===== src/rtl/shift_seq_ctrl.sv =====
// shift_seq_ctrl: loads a parallel word serially into a 16-bit bidirectional shift
// register, then reads the register back and flags any mismatch with the loaded word.
`default_nettype none

module shift_seq_ctrl #(
   parameter int N = 15
) (
   input  logic         clk,
   input  logic         rst,
   input  logic         in_valid,
   output logic         in_ready,
   input  logic [N:0]   in_data,
   input  logic         in_dir,
   output logic         sr_shift_en,
   output logic         sr_dir,
   output logic         sr_d_in,
   input  logic [N:0]   sr_q,
   output logic         out_valid,
   input  logic         out_ready,
   output logic [N:0]   out_data,
   output logic         out_err,
   output logic         busy
);

   localparam int CW = $clog2(N + 1);
   localparam logic [CW-1:0] CNT_LAST = CW'(N);

   typedef enum logic [1:0] {
      S_IDLE  = 2'd0,
      S_SHIFT = 2'd1,
      S_CAPT  = 2'd2,
      S_OUT   = 2'd3
   } state_t;

   state_t        state;
   state_t        state_nxt;
   logic [CW-1:0] cnt;
   logic [N:0]    tx;
   logic          dir_r;
   logic          rdy_r;
   logic [CW-1:0] bit_idx;
   logic          accept;

   // Ready is registered so it stays low for the first cycle after reset release.
   assign accept = in_valid && rdy_r;

   always_ff @(posedge clk) begin
      if (rst) begin
         state     <= S_IDLE;
         rdy_r     <= 1'b0;
         cnt       <= '0;
         tx        <= '0;
         dir_r     <= 1'b0;
         out_valid <= 1'b0;
         out_data  <= '0;
         out_err   <= 1'b0;
      end else begin
         state <= state_nxt;
         rdy_r <= (state_nxt == S_IDLE);
         case (state)
            S_IDLE: begin
               if (accept) begin
                  tx    <= in_data;
                  dir_r <= in_dir;
                  cnt   <= '0;
               end
            end
            S_SHIFT: begin
               if (cnt != CNT_LAST) begin
                  cnt <= cnt + CW'(1);
               end
            end
            S_CAPT: begin
               out_data  <= sr_q;
               out_err   <= (sr_q != tx);
               out_valid <= 1'b1;
            end
            S_OUT: begin
               if (out_ready) begin
                  out_valid <= 1'b0;
               end
            end
            default: ;
         endcase
      end
   end

   // Left shifts feed MSB first, right shifts LSB first, so the register ends holding tx.
   assign bit_idx = dir_r ? cnt : (CNT_LAST - cnt);

   always_comb begin
      state_nxt   = state;
      sr_shift_en = 1'b0;
      sr_d_in     = 1'b0;
      case (state)
         S_IDLE: begin
            if (accept) begin
               state_nxt = S_SHIFT;
            end
         end
         S_SHIFT: begin
            sr_shift_en = 1'b1;
            sr_d_in     = tx[bit_idx];
            if (cnt == CNT_LAST) begin
               state_nxt = S_CAPT;
            end
         end
         S_CAPT: begin
            state_nxt = S_OUT;
         end
         S_OUT: begin
            if (out_ready) begin
               state_nxt = S_IDLE;
            end
         end
         default: state_nxt = S_IDLE;
      endcase
   end

   assign in_ready = rdy_r;
   assign sr_dir   = dir_r;
   assign busy     = (state != S_IDLE);

endmodule

`default_nettype wire

===== config.mk =====
export PLATFORM = sky130hd
export DESIGN_NAME = shift_seq_ctrl
export DESIGN_NICKNAME = d
export VERILOG_FILES = /design/src/rtl/shift_seq_ctrl.sv
export SDC_FILE = /design/constraint.sdc
export NUM_CORES = 1
export LEC_CHECK = 0
export BUFFER_PORTS_ARGS = -buffer_cell sky130_fd_sc_hd__buf_2
export CAP_MARGIN = 5
export CORE_UTILIZATION = 51
export DETAILED_ROUTE_END_ITERATION = 10
export PLACE_DENSITY = 0.89
export SYNTH_ARGS = -nofsm -noshare
export SYNTH_HDL_FRONTEND = slang
export SYNTH_SLANG_ARGS = --single-unit

===== constraint.sdc =====
create_clock -name clk -period 2.1 [get_ports clk]
set_clock_uncertainty 0.15 [all_clocks]
set_input_delay 0.42 -clock clk [delete_from_list [all_inputs] [get_ports clk]]
set_output_delay 0.42 -clock clk [all_outputs]
set_load 0.005 [all_outputs]

==> flow_summary_export.csv, run 1 <==
group,metric,value,unit
global_routing,grt_pass1_vias,1880,
route,antenna_left,0,
yosys,ys_seq_elements,42,
clock_tree,clk_latency,0.30,ns
sta,slew_violations,0,
yosys,ys_types,38,
final_layout,finalNetCount,357,
critical_path,slowest_stage,"dfxtp_4",
power_and_ir_drop,p_leak,1.105,nW
yosys,avgSynthCellArea,7.827,um^2
route,wire_per_inst,14.23,um
global_routing,grt_max_degree,25,
final_layout,stdcell_area,2547,um^2
placed_design,portBuffers,59,
placed_design,dp_hpwl,3.652,mm
worst_hold_path,hp-class,"input pin to flip-flop",
status,failed_checks,"setup timing",
worst_hold_path,holdPathStages,3,
sta,worst_pin_slew,0.6526,ns
sta,fmax,0.4254,GHz
critical_path,worstSetupPathType,"flip-flop to output port",
critical_path,cpLargestDelayFamily,"compound AO/OA/AOI/OAI gates",
critical_path,crit_required,1.53,ns
die,die_area,4215,um^2
power_and_ir_drop,power_density,651.1,nW/um^2
sta,fin_crit_sh,1.119,
placed_design,gp_congestion,0.8908,
power_and_ir_drop,vdd_drop_max,481.1,uV
placed_design,placed_cells,355,
placed_design,post_dp_cell_area,2342,um^2
global_routing,grt_pass1_wl,8.314,mm
clock_tree,clock_sinks,42,
yosys,seq_area_frac_synth,0.4164,
critical_path,path_buf_inv,2,
critical_path,crit_path_max_incr_delay,0.36,ns
sta,fin_crit,2.351,ns
clock_tree,hold_buffers,0,
critical_path,crit_path_start_kind,"flip-flop",
clock_tree,tritoncts,"done",
clock_tree,cts_root_buf,"clkbuf_8",
global_routing,antenna_found_initial,0,
yosys,syn_inst,258,
critical_path,cp_common_cell,"buf_2",
route,vias_per_cell,5.378,
route,drcViolationCount,0,
clock_tree,cts.clk_slew.worst_paths,0.08,ns
die,dieWidth,64.93,um
sta,setup_slack,-0.2508,ns
yosys,ys_warn_count,0,
clock_tree,htreeDepth,2,
global_routing,grt_overflow,0,
flow_run,cap_violations,0,
final_layout,drive_above_1_share,0.3063,
die,core.rowCount,22,
sta,setup_violations,1,
final_layout,finalNonFillerCells,368,
route,vias,1979,
status,outcome,"finished, violations left",
die,start_util,0.5434,
sta,max-slew-margin-rel,0.5649,
route,wirelength,5.237,mm
critical_path,path_cells,"buf_2 -> nor4b_2 -> a21oi_1 -> o221ai_1 -> o21ai_1 -> o22a_1 -> buf_2",
die,core-area,3716,um^2
critical_path,path_max_fanout,5,
route,drtIter0Drc,90,
yosys,syn-num-nets,296,
sta,rsz0062_at_grt,"true",
yosys,netlist_area,2019,um^2
global_routing,grt_usage,0.2606,
critical_path,path_depth,7,
critical_path,cp.arrival,1.78,ns
final_layout,syn_to_final_growth,26.15,%
final_layout,n_antenna_cell,0,
die,num_io_pins,60,
critical_path,r2r_cells,7,
critical_path,crit_path_end_kind,"output port",
die,die_h,64.93,um
clock_tree,cts.path.max_buffers,2,
sta,hold_viol,0,
route,drtPass1Iterations,4,
final_layout,final_util,0.6855,
clock_tree,cts_buffers,5,
cell usage after synthesis (all sizes together):
library cell | count | area, um^2
and2 | 1 | 8.760
and3 | 2 | 12.51
dfxtp | 42 | 840.8
nor4b | 1 | 8.760
a21o | 1 | 7.510
o21a | 1 | 7.510
a21oi | 41 | 212.7
a211oi | 2 | 15.01
o22a | 1 | 8.760
o22ai | 4 | 25.02
a2bb2oi | 1 | 15.01
nor2b | 3 | 26.27
o311ai | 1 | 16.27
buf | 14 | 93.83
nand2b | 1 | 6.260
nand4 | 1 | 6.260
o31ai | 1 | 7.510
nand3 | 8 | 45.04
nor3 | 7 | 35.03
o221ai | 1 | 8.760
xor2 | 18 | 157.7
nor4 | 3 | 18.77
o21ai | 3 | 15.01
inv | 3 | 11.26
nor2 | 10 | 37.54
nand2 | 75 | 281.5
xnor2 | 1 | 8.760
a41oi | 1 | 8.760
ha | 1 | 12.51
nor3b | 2 | 25.02
o211ai | 1 | 7.510
clkbuf | 5 | 18.77
a311oi | 1 | 8.760
layout make-up:
type | instances | area [um^2]
inverter | 3 | 11.26
tap | 48 | 60.06
fill | 311 | 1169
multi-input combinational | 194 | 1100
clock buffer | 8 | 110.1
timing repair buffer | 73 | 414.1
sequential | 42 | 852.1
layout by cell type (no fill, tap or decap), drive strengths merged:
master and instances:
nand2b 1, nand4 1, buf 73, clkbuf 8, nor3b 2, o21ai 3, a21o 1, nor4b 1
ha 1, a2bb2oi 1, nor4 3, xnor2 1, nor3 7, dfxtp 42, a311oi 1, nand2 75
o221ai 1, o22a 1, nor2 10, a41oi 1, o22ai 4, inv 3, and2 1, o31ai 1
xor2 18, nor2b 3, and3 2, o211ai 1, a211oi 2, o21a 1, nand3 8, o311ai 1
a21oi 41
tightest hold or removal path, cell delays in order:
cell and delay, ns:
buf_2 0.10, nand2_1 0.04, a21oi_1 0.05
routing by layer:
metal / track usage / vias to the layer above / wire length [um]
met4: 0.1472 / 0 / 116
li1: - / 989 / -
met1: 0.2898 / 914 / 2226
met5: 0 / - / 0
met2: 0.4583 / 62 / 2614
met3: 0.05106 / 14 / 278
registers in the layout, indices dropped and copies added (netlist names):
register / count
sr_dir: 1
out_err: 1
state: 2
tx: 16
in_ready: 1
cnt: 4
out_data: 16
out_valid: 1
per-stage QoR:
| step | setup WS [ns] | TNS (ns) | hold WS, ns | power, mW |
|---|---|---|---|---|
| 2_1_floorplan | 0.2614 | 0 | 0.3027 | 0.9706 |
| 3_3_place_gp | 0.1063 | 0 | 0.2894 | 1.045 |
| 3_5_place_dp | -0.01061 | -0.01061 | 0.2961 | 1.051 |
| 4_1_cts | -0.1827 | -0.1827 | 0.1912 | 1.650 |
| 5_1_grt | -0.2732 | -0.2732 | 0.2126 | 1.711 |
| 6_report | -0.2508 | -0.2508 | 0.1969 | 1.659 |
power breakdown:
part	internal [mW]	leakage (nW)	switching, mW
Combinational	0.0939	0.705	0.111
Clock	0.332	0.0575	0.282
Sequential	0.814	0.342	0.0250
Total	1.24	1.10	0.418
repair_timing:
item / in CTS / in global routing
pin swaps: 9 / 6
endpoints found under the hold margin: 0 / 0
gates cloned: 1 / 0
setup endpoints to repair: 1 / 1
setup buffers: 4 / 0
gates resized for setup: 8 / 8
kinds of logic after synthesis:
logic type               after synthesis  synth area share
flip-flops                            42            0.4164
AO/OA/AOI/OAI                         60            0.1803
AND/OR/NAND/NOR                      114            0.2534
buffers and inverters                 22           0.06133
XOR/XNOR                              19           0.08240
adder cells (fa/ha/maj)                1          0.006195
worst paths after layout:
check / startpoint / end / slack (ns)
hold reg to reg: out_data[7] / out_data[7] / 0.30
setup / recovery: sr_dir / sr_d_in / -0.25
setup reg to reg: cnt[0] / cnt[3] / 0.37
hold / removal: in_dir / sr_dir / 0.20
(Power assumes the default switching activity.)
==> run 2: changes to the inputs <==
- BUFFER_PORTS_ARGS: -buffer_cell sky130_fd_sc_hd__buf_2 -> -buffer_cell sky130_fd_sc_hd__buf_4
==> run 2 against run 1 <==
The flow still finishes with violations (setup timing). Critical path depth stayed put. Register-to-register slack worse by 0.02 ns. Die area stayed put. Design area is 9.1% higher. Utilization is 6.2 points higher. Worst setup slack worse by 0.081 ns. Cell count stayed put. Critical endpoint unchanged. Largest power group unchanged.
==> flow_summary_export.csv, run 2 (synthesis gave the netlist of run 1 again) <==
group,metric,value,unit
status,outcome,"finished, violations left",
status,failed_checks,"setup timing",
power_and_ir_drop,vdd_drop_max,564.8,uV
final_layout,layout_commonest_cell,"nand2_1",
die,num_io_pins,60,
sta,fin_crit_sh,1.158,
clock_tree,clk_latency,0.31,ns
route,drtPass1Iterations,4,
critical_path,slowest_stage,"dfxtp_4",
final_layout,syn_to_final_growth,37.61,%
clock_tree,clock_sinks,42,
clock_tree,cts_root_buf,"clkbuf_8",
route,antenna_left,0,
sta,setup_slack,-0.3314,ns
final_layout,finalNonFillerCells,368,
placed_design,portBuffers,59,
sta,fmax,0.4113,GHz
sta,setup_violations,1,
placed_design,placed_cells,353,
critical_path,crit_path_max_incr_delay,0.39,ns
critical_path,path_max_fanout,6,
global_routing,grt_pass1_vias,1926,
final_layout,n_antenna_cell,0,
route,drcViolationCount,0,
sta,slew_violations,0,
critical_path,worstSetupPathType,"flip-flop to output port",
die,start_util,0.5434,
critical_path,crit_required,1.53,ns
die,dieWidth,64.93,um
final_layout,finalNetCount,357,
placed_design,dp_hpwl,3.559,mm
final_layout,fillers,281,
global_routing,grt_usage,0.2783,
sta,fin_crit,2.431,ns
final_layout,mostFrequentLayoutCells,"nand2_1 (75), buf_4 (67), a21oi_1 (38), dfxtp_1 (38), xor2_1 (18)",
global_routing,grt_overflow,0,
power_and_ir_drop,power_density,671.1,nW/um^2
global_routing,grt_max_degree,43,
route,drtIter0Drc,207,
route,wire_per_inst,16.40,um
placed_design,gp_congestion,0.8977,
die,die_area,4215,um^2
clock_tree,cts_buffers,5,
route,wirelength,6.037,mm
route,vias_per_cell,5.723,
sta,max-slew-margin-rel,0.5299,
final_layout,largestRegisters,"out_data: 16 flops, tx: 16 flops, cnt: 4 flops",
die,core-area,3716,um^2
power_and_ir_drop,p_total,1.865,mW
global_routing,antenna_found_initial,0,
worst_hold_path,hp-class,"input pin to flip-flop",
flow_run,cap_violations,0,
die,core.rowCount,22,
critical_path,crit_path_end_kind,"output port",
clock_tree,htreeDepth,2,
die,die_h,64.93,um
global_routing,grt_pass1_wl,8.949,mm
final_layout,drive_above_1_share,0.3156,
route,vias,2106,
sta,hold_viol,0,
critical_path,path_cells,"buf_8 -> nor3b_4 -> a21oi_4 -> o22ai_2 -> o311ai_2 -> o22a_1 -> buf_4",
clock_tree,cts.clk_slew.worst_paths,0.09,ns
critical_path,crit_path_start_kind,"flip-flop",
power_and_ir_drop,p_leak,1.165,nW
critical_path,cp.arrival,1.86,ns
sta,worst_pin_slew,0.7051,ns
sta,rsz0062_at_grt,"true",
clock_tree,tritoncts,"done",
clock_tree,cts.path.max_buffers,2,
run 2: cell types whose count changed in the layout (fill, tap and decap cells not counted), moves of 2 or more:
cell       delta
bufinv_16     +2
clkbuf_8      -3
buf_4        +56
buf_6         +3
a21oi_2       -2
o22ai_1       -2
buf_2        -60
a21oi_4       +2
o22ai_2       +2
run 2: stage by stage:
step | setup TNS (ns) | area (um^2) | worst slack (ns) | utilization | hold slack [ns]
global route | -0.3681 | 2779 | -0.3681 | 0.7478 | 0.1751
CTS | -0.1748 | 2719 | -0.1748 | 0.7317 | 0.1824
detailed placement | -0.02850 | 2475 | -0.02850 | 0.6660 | 0.2995
finish | -0.3314 | 2779 | -0.3314 | 0.7478 | 0.1733
floorplan | 0 | 2019 | 0.2614 | - | 0.3027
global placement | 0 | 2475 | 0.05502 | 0.6660 | 0.2927
run 2: routing by layer:
layer / GRT usage / wire length (um) / vias to the layer above
met1: 0.3294 / 2328 / 965
met2: 0.4583 / 2996 / 121
li1: - / - / 995
met3: 0.06162 / 492 / 25
met4: 0.1611 / 219 / 0
met5: 0 / 0 / -
run 2: area by class of cell:
type,instances,area [um^2],area share
multi-input combinational,194,1134,0.4079
inverter,3,11.26,0.004052
clock buffer,5,68.82,0.02476
timing repair buffer,73,583.1,0.2098
sequential,42,853.3,0.3071
tap,48,60.06,0.02161
clock inverter,3,68.82,0.02476
run 2: critical path, delay by kind of cell, from the launching register on:
kind	cells	cell delay [ns]
compound gates	4	0.84
buf+inv	2	0.26
flops	1	0.39
simple gates	1	0.05
run 2: where the power goes:
part	switching [mW]	internal, mW
sequential	0.0278	0.815
clock	0.308	0.477
combinational	0.120	0.118
total	0.455	1.41
run 2: repair_timing:
action / 4_1_cts / 5_1_grt
endpoints found under the setup margin: 1 / 1
gates resized for setup: 19 / 9
cloned: 0 / 0
setup buffers: 6 / 1
pin swaps: 10 / 6
hold buffers: 0 / 0
run 2: worst paths after layout:
check             slack, ns  depth (start not counted)   startpoint          end
hold reg to reg        0.30                          2  out_data[7]  out_data[7]
setup / recovery      -0.33                          7       sr_dir      sr_d_in
setup reg to reg       0.35                          6     state[0]        tx[9]
hold / removal         0.17                          2    out_ready     state[1]
==> run 3: changes to the inputs <==
- SKIP_CTS_REPAIR_TIMING: unset -> 1
==> run 3 against run 2 <==
The flow still finishes with violations (setup timing). Combinational power is 5% lower. Cell count is 0.54% lower. Register-to-register slack worse by 0.06 ns. Non-clock buffer count is 2 lower. Worst setup slack better by 0.075 ns. Die area stayed put. Critical path type unchanged. Largest cell class unchanged.
==> flow_summary_export.csv, run 3 (synthesis gave the netlist of run 1 again) <==
group,metric,value,unit
clock_tree,clock_sinks,42,
placed_design,place_ws,-0.02850,ns
final_layout,syn_to_final_growth,36.31,%
placed_design,post_dp_cell_area,2475,um^2
clock_tree,cts.path.max_buffers,2,
route,wire_per_inst,14.74,um
sta,hold-worst-slack,0.1793,ns
final_layout,finalNetCount,355,
critical_path,crit_required,1.53,ns
global_routing,grt_usage,0.2536,
critical_path,crit_path_end_kind,"output port",
clock_tree,cts_buffers,5,
route,wirelength,5.396,mm
placed_design,portBuffers,59,
clock_tree,cts_root_buf,"clkbuf_8",
critical_path,rr_startpoint,"cnt[0]",
final_layout,layout_commonest_cell,"nand2_1",
worst_hold_path,hold-path-endpoint,"state[1]",
worst_hold_path,holdPathStages,2,
final_layout,finalNonFillerCells,366,
sta,setup_slack,-0.2563,ns
global_routing,antenna_found_initial,0,
route,drtPass1Iterations,4,
power_and_ir_drop,power_density,669.7,nW/um^2
sta,fin_crit,2.356,ns
sta,fmax,0.4244,GHz
critical_path,r2r_cells,8,
die,die_h,64.93,um
route,vias,2058,
route,antenna_left,0,
final_layout,mostFrequentLayoutCells,"nand2_1 (74), buf_4 (65), a21oi_1 (38), dfxtp_1 (38), xor2_1 (18)",
die,dieWidth,64.93,um
worst_hold_path,hp-class,"input pin to flip-flop",
final_layout,n_antenna_cell,0,
critical_path,r2r-end,"cnt[3]",
clock_tree,tritoncts,"done",
sta,rsz0062_at_grt,"true",
sta,setup_violations,1,
die,num_io_pins,60,
placed_design,gp_congestion,0.8977,
status,failed_checks,"setup timing",
status,outcome,"finished, violations left",
global_routing,grt_overflow,0,
sta,max-slew-margin-rel,0.5349,
sta,hold_viol,0,
critical_path,crit_path_start_kind,"flip-flop",
flow_run,cap_violations,0,
global_routing,grt_max_degree,43,
critical_path,ff2ff_setup_slack,0.29,ns
clock_tree,htreeDepth,2,
critical_path,worstSetupPathType,"flip-flop to output port",
clock_tree,clk_latency,0.30,ns
critical_path,cp.arrival,1.79,ns
global_routing,grt_pass1_vias,1808,
final_layout,largestRegisters,"out_data: 16 flops, tx: 16 flops, cnt: 4 flops",
sta,slew_violations,0,
die,start_util,0.5434,
route,drcViolationCount,0,
critical_path,path_max_fanout,6,
sta,fin_crit_sh,1.122,
clock_tree,cts.clk_slew.worst_paths,0.09,ns
route,drtIter0Drc,132,
die,core-area,3716,um^2
global_routing,grt_pass1_wl,8.162,mm
power_and_ir_drop,p_leak,1.153,nW
final_layout,drive_above_1_share,0.3145,
worst_hold_path,min-delay-start,"out_ready",
final_layout,stdcell_area,2753,um^2
die,core.rowCount,22,
sta,worst_pin_slew,0.6976,ns
placed_design,placed_cells,353,
placed_design,dp_hpwl,3.559,mm
die,die_area,4215,um^2
power_and_ir_drop,vdd_drop_max,560.3,uV
route,vias_per_cell,5.623,
run 3: cell type report:
class	count	area, um^2
clock buffer	5	68.82
clock inverter	3	68.82
fill	294	963.4
inverter	3	11.26
multi-input combinational	194	1132
sequential	42	853.3
tap	48	60.06
timing repair buffer	71	558.0
run 3: worst max-delay path by stage:
stage | startpoint | to | slack (ns) | cells past startpoint
2_1_floorplan | cnt[0] | sr_d_in | 0.26 | 6
4_1_cts | sr_dir | sr_d_in | -0.36 | 7
6_report | sr_dir | sr_d_in | -0.26 | 7
3_5_place_dp | sr_dir | sr_d_in | -0.03 | 7
5_1_grt | sr_dir | sr_d_in | -0.30 | 7
3_3_place_gp | sr_dir | sr_d_in | 0.06 | 7
run 3: where the power goes:
group	switching [mW]	internal (mW)
clock	0.299	0.477
combinational	0.113	0.114
sequential	0.0257	0.815
run 3: through the flow:
stage / total power, mW / util / TNS (ns)
floorplan: 0.9706 / - / 0
global placement: 1.064 / 0.6660 / 0
detailed placement: 1.069 / 0.6660 / -0.02850
CTS: 1.828 / 0.7030 / -0.3603
global route: 1.912 / 0.7407 / -0.2959
finish: 1.844 / 0.7407 / -0.2563
run 3: worst max-delay path, cell delays in order (launching register included):
cell and delay, ns:
dfxtp_4 0.38, buf_2 0.17, nor2_1 0.06, a21oi_1 0.24, o221ai_2 0.14, o21ai_1 0.20, o22a_1 0.18, buf_4 0.11
run 3: metal layers:
layer  wire (um)  vias to the layer above  global-route usage  share of wire
li1            -                      986                   -              -
met3         305                       25             0.05986          0.057
met1        2288                      955              0.2941           0.42
met2        2597                       92              0.4258           0.48
met4         206                        0              0.1389          0.038
met5           0                        -                   0              0
